### src/rtl/fetch_axi_line_reader.sv
// fetch_axi_line_reader: one AXI4 INCR read burst per line fill, streamed into a CDC FIFO write port (req in, AR/R out, wr_* push, busy/proto_err status)
module fetch_axi_line_reader #(
  parameter int ADDR_W     = 64,
  parameter int DATA_W     = 64,
  parameter int LINE_BEATS = 4
) (
  input  logic              axi_clk,
  input  logic              axi_resetn,
  input  logic              req_valid_i,
  input  logic [ADDR_W-1:0] req_addr_i,
  output logic              req_ready_o,
  input  logic              flush_i,
  output logic              arvalid_o,
  input  logic              arready_i,
  output logic [ADDR_W-1:0] araddr_o,
  output logic [7:0]        arlen_o,
  output logic [2:0]        arsize_o,
  output logic [1:0]        arburst_o,
  input  logic              rvalid_i,
  output logic              rready_o,
  input  logic [DATA_W-1:0] rdata_i,
  input  logic [1:0]        rresp_i,
  input  logic              rlast_i,
  output logic              wr_en_o,
  output logic [DATA_W-1:0] wr_data_o,
  output logic              wr_err_o,
  output logic              wr_last_o,
  input  logic              wr_full_i,
  output logic              busy_o,
  output logic              proto_err_o
);
  localparam int OFS = $clog2(LINE_BEATS * DATA_W / 8);
  localparam int CW = $clog2(LINE_BEATS);
  localparam logic [ADDR_W-1:0] LINE_MASK = {ADDR_W{1'b1}} << OFS;
  typedef enum logic [1:0] {IDLE, ADDR, STREAM, DRAIN} state_t;
  state_t state, state_d;
  logic [CW-1:0] cnt;
  logic flush_seen, r_hs, at_end, accept;
  assign r_hs = rvalid_i & rready_o;
  assign at_end = cnt == CW'(LINE_BEATS - 1);
  assign accept = req_valid_i & req_ready_o;
  always_ff @(posedge axi_clk) begin
    if (!axi_resetn) begin
      state <= IDLE;
      araddr_o <= '0;
      cnt <= '0;
      flush_seen <= 1'b0;
      proto_err_o <= 1'b0;
    end else begin
      state <= state_d;
      if (accept) araddr_o <= req_addr_i & LINE_MASK;
      // a flush during a stalled AR is remembered so the burst is drained once accepted
      flush_seen <= (state == ADDR) & ~arready_i & (flush_seen | flush_i);
      if (r_hs) cnt <= rlast_i ? '0 : cnt + CW'(1);
      // rlast must coincide exactly with the final beat index
      if (r_hs & (rlast_i != at_end)) proto_err_o <= 1'b1;
    end
  end
  always_comb begin
    state_d = state;
    unique case (state)
      IDLE:   state_d = accept ? ADDR : IDLE;
      ADDR:   state_d = arready_i ? ((flush_i | flush_seen) ? DRAIN : STREAM) : ADDR;
      STREAM: state_d = (r_hs & rlast_i) ? IDLE : (flush_i | (r_hs & at_end)) ? DRAIN : STREAM;
      DRAIN:  state_d = (r_hs & rlast_i) ? IDLE : DRAIN;
    endcase
  end
  always_comb begin
    req_ready_o = axi_resetn & (state == IDLE);
    arvalid_o = state == ADDR;
    rready_o = ((state == STREAM) & ~wr_full_i) | (state == DRAIN);
    wr_en_o = (state == STREAM) & rvalid_i & ~wr_full_i & ~flush_i;
    busy_o = state != IDLE;
    arlen_o = arvalid_o ? 8'(LINE_BEATS - 1) : '0;
    arsize_o = arvalid_o ? 3'($clog2(DATA_W / 8)) : '0;
    arburst_o = arvalid_o ? 2'b01 : '0;
    wr_data_o = wr_en_o ? rdata_i : '0;
    wr_err_o = wr_en_o & (rresp_i != 2'b00);
    wr_last_o = wr_en_o & rlast_i;
  end
endmodule

### config.mk
export PLATFORM = sky130hd
export DESIGN_NAME = fetch_axi_line_reader
export DESIGN_NICKNAME = d
export VERILOG_FILES = /design/src/rtl/fetch_axi_line_reader.sv
export SDC_FILE = /design/constraint.sdc
export NUM_CORES = 1
export LEC_CHECK = 0
export ABC_AREA = 1
export BUFFER_PORTS_ARGS = -buffer_cell sky130_fd_sc_hd__clkbuf_2
export CAP_MARGIN = 10
export CORE_AREA = 2 2 112 114
export DETAILED_ROUTE_END_ITERATION = 12
export DIE_AREA = 0 0 114 116
export PLACE_DENSITY = 0.59
export SYNTH_ARGS = -nofsm -noshare
export SYNTH_HDL_FRONTEND = slang
export SYNTH_SLANG_ARGS = --single-unit
### constraint.sdc
create_clock -name axi_clk -period 1.6 [get_ports axi_clk]
set_input_delay 0.08 -clock axi_clk [delete_from_list [all_inputs] [get_ports axi_clk]]
set_output_delay 0.08 -clock axi_clk [all_outputs]
set_load 0.02 [all_outputs]
==> metrics.md <==
| Metric | Value |
|---|---|
| Fin nets | `between 900 and 1k` |
| Vias per inst | `around 4.2` |
| CTS buffer count | `9` |
| Fraction of registers with async set/reset | `0%` |
| Die W | `between 100 and 150 um` |
| Status | `finished, violations left` |
| Reg2reg setup slack | `roughly 0.15 ns` |
| CTS Sinks | `65` |
| Util after Layout | `54.6%` |
| Vias in the first global route | `approximately 3.7k` |
| P_leak | `3.32 nW` |
| Tcrit/Tclk final | `105%` |
| Via count | `~4.0k` |
| GR Util met2 | `between 30% and 40%` |
| Top_reg_cell synth | `dfxtp_1` |
| Starting density of the core | `approximately 28%` |
| I/O pins | `roughly 290` |
| Final setup margin | `-0.0784 ns` |
| Top Family by Delay on Critical Path | `buffers and inverters` |
| DRC viols | `0` |
| Max_cap viols | `0` |
| CTS tree | `yes` |
| Failing checks | `negative setup slack` |
| Largest net degree at the start of global routing | `slightly above 60` |
| Startpoint types | `flop` |
| Crit path DAT | `roughly 1.6 ns` |
| PD cells | `744 nW/um^2` |
| DR iter-0 viols | `116` |
| Tmin final | `roughly 1.7 ns` |
| Die Y | `116 um` |
| WP data required | `1.52 ns` |
| Worst Skew | `between 0.008 and 0.009 ns` |
| H-Tree Level Count | `3` |
| Row count | `40` |
| Leading post-synthesis cells by cell area | `dfxtp_1 (39%), nand2_1 (15%), nor2_4 (9.9%), o21ai_0 (8.6%), inv_1 (8.5%)` |
| Fin. max-slew vios | `0` |
| Full die area | `between 10000 and 15000 um^2` |
| # diodes | `0` |
| Grt peak-use layer | `met2` |
| Total GRT Usage | `17.1%` |
| Met1 routing resource usage after global routing | `between 10% and 20%` |
| Placed cell area | `around 4700 um^2` |
| YS warnings | `0` |
| Total Wirelength | `between 10 and 15 mm` |
| CP max FO | `13` |
| VDD IR max | `470 uV` |
| Maximum clock insertion buffer count | `2` |
| Synth Cell Area | `3310 um^2` |
| Post-DR wirelength/cell | `13.3 um` |
| Clock Latency Late Sink | `0.33 ns` |
| Clock-pin transition on the worst setup and hold timing paths | `roughly 0.050 ns` |
| Routability Congestion | `0.704` |
| Commonest non-fill, non-tap cell in the layout | `clkbuf_2` |
| TritonRoute pass-1 iters | `4` |
| Distinct cells, synth | `29` |
| HP Class | `input port to flop` |
| Syn avg cell area | `7.11 um^2` |
| Layout cell share with drive strength beyond 1 | `roughly 46%` |
| Post-DP HPWL | `a little under 8 mm` |
| CP Cell Sequence | `inv_2 -> nor2_2 -> nand2_1 -> inv_2 -> nand3_4 -> bufbuf_16 -> nor2_1 -> buf_4` |
| Critical Path Max Stage Delay | `about 0.33 ns` |
| Syn-to-layout area delta | `96.4%` |
| First-pass GRT wire length | `17.8 mm` |
| CP endpoint kind | `primary output` |
| RSZ-0062 raised after global routing | `true` |
| GRT Residual Overflow | `0` |
| FF+latch count, synth | `65` |
| I/O Buffers | `approximately 270` |
| Initial antenna violation count | `0` |
| Most common cell on crit path | `inv_2` |
| Core Area | `about 12000 um^2` |
| CP Class | `flop to primary output` |
| Slowest CP cell | `dfxtp_2` |
| Setup violators final | `between 50 and 60` |
| Commonest cells after routing, fill and taps aside | `clkbuf_2 (201), nand2_1 (128), inv_1 (74)` |
| Fmax | `around 600 MHz` |
| Clk root buf | `clkbuf_16` |
| Worst path bufs/invs | `4` |
| EDFF count, synth | `0` |
| Register area share after synthesis | `between 30% and 40%` |
| Syn Inst Count | `approximately 470` |
| Design area | `6510 um^2` |
| Yosys top cell area share | `between 30% and 40%` |
| Met3 usage | `5.65%` |
| Detail Route Antenna Nets | `0` |
| Final hold violation count | `0` |
| Yosys top cell by area | `dfxtp_1` |
==> power breakdown <==
part           leakage (nW)  internal [mW]  switching [mW]
Clock                 0.142           1.20           0.728
Combinational          2.64          0.456           0.623
Sequential            0.536           1.76          0.0735
==> registers in the layout, summed over array words and instances, names as in the netlist <==
| signal | flops |
|---|---|
| araddr_o | 59 |
| cnt | 2 |
| state | 2 |
| flush_seen | 1 |
| proto_err_o | 1 |
==> cells in the mapped netlist, types with 2 or more instances <==
master / instances
nand2_1: 128
clkbuf_1: 10
buf_4: 18
dfxtp_1: 65
nor2_1: 44
nand3_1: 2
o21ai_0: 57
buf_2: 10
buf_6: 4
o21ai_1: 2
a21oi_1: 2
inv_1: 75
nor2_4: 29
buf_8: 3
inv_2: 2
nor2_2: 2
==> stage by stage <==
stage | TNS (ns) | total power [mW] | cells | setup WS [ns] | hold WS, ns
global route | -7.77 | 5.11 | 942 | -0.180 | 0.0970
finish | -1.28 | 4.84 | 942 | -0.0784 | 0.104
global placement | 0 | 2.75 | 854 | 0.207 | 0.281
detailed placement | 0 | 2.76 | 854 | 0.215 | 0.285
floorplan | 0 | 2.41 | 478 | 0.307 | 0.159
CTS | -2.78 | 4.88 | 940 | -0.0713 | 0.0805
==> path summary, 6_finish.rpt <==
path	to	from	cells after the start
setup / recovery	wr_data_o[27]	state[1]$_SDFF_PN0_	8
hold / removal	flush_seen$_SDFF_PN0_	flush_i	3
setup reg to reg	araddr_o[63]$_SDFFE_PN0P_	state[1]$_SDFF_PN0_	5
hold reg to reg	proto_err_o$_SDFFE_PN0P_	proto_err_o$_SDFFE_PN0P_	2
==> per-layer routing <==
metal	vias to the layer above	share of wire (%)	wire length (um)
met5	-	0	0
met4	0	3.1	384
met3	30	8.2	1030
met2	195	51	6430
met1	1749	37	4680
li1	2010	-	-
==> cells by family after synthesis <==
kind of cell	after synthesis	synth area share (%)
and+or+nand+nor	209	30.9
DFF	65	39.3
xor gates and xnor gates	1	0.264
adders and majority gates	1	0.378
buffers and inverters	122	18.2
other	1	0.113
AOI/OAI and AO/OA	67	10.9
==> area by class of cell <==
cell class,count,area (um^2)
clock buffer,9,225
clock inverter,7,68.8
fill,1034,5410
inverter,77,294
multi-input combinational,291,1630
sequential,65,1300
tap,147,184
timing repair buffer,346,2800
==> repair_timing <==
| action | in CTS | in global routing |
|---|---|---|
| pin swaps | 1 | 2 |
| setup buffers | 5 | 0 |
| gates cloned | 5 | 2 |
| gates resized for setup | 118 | 121 |
| endpoints found under the setup margin | 66 | 67 |
| hold endpoints to repair | 60 | 0 |
| hold buffers | 60 | 0 |
==> worst min-delay path, delay by kind of cell <==
kind          cells  cell delay, ns
simple gates      2            0.20
buf+inv           1            0.09
No activity file was read; power rests on OpenSTA's default activity.
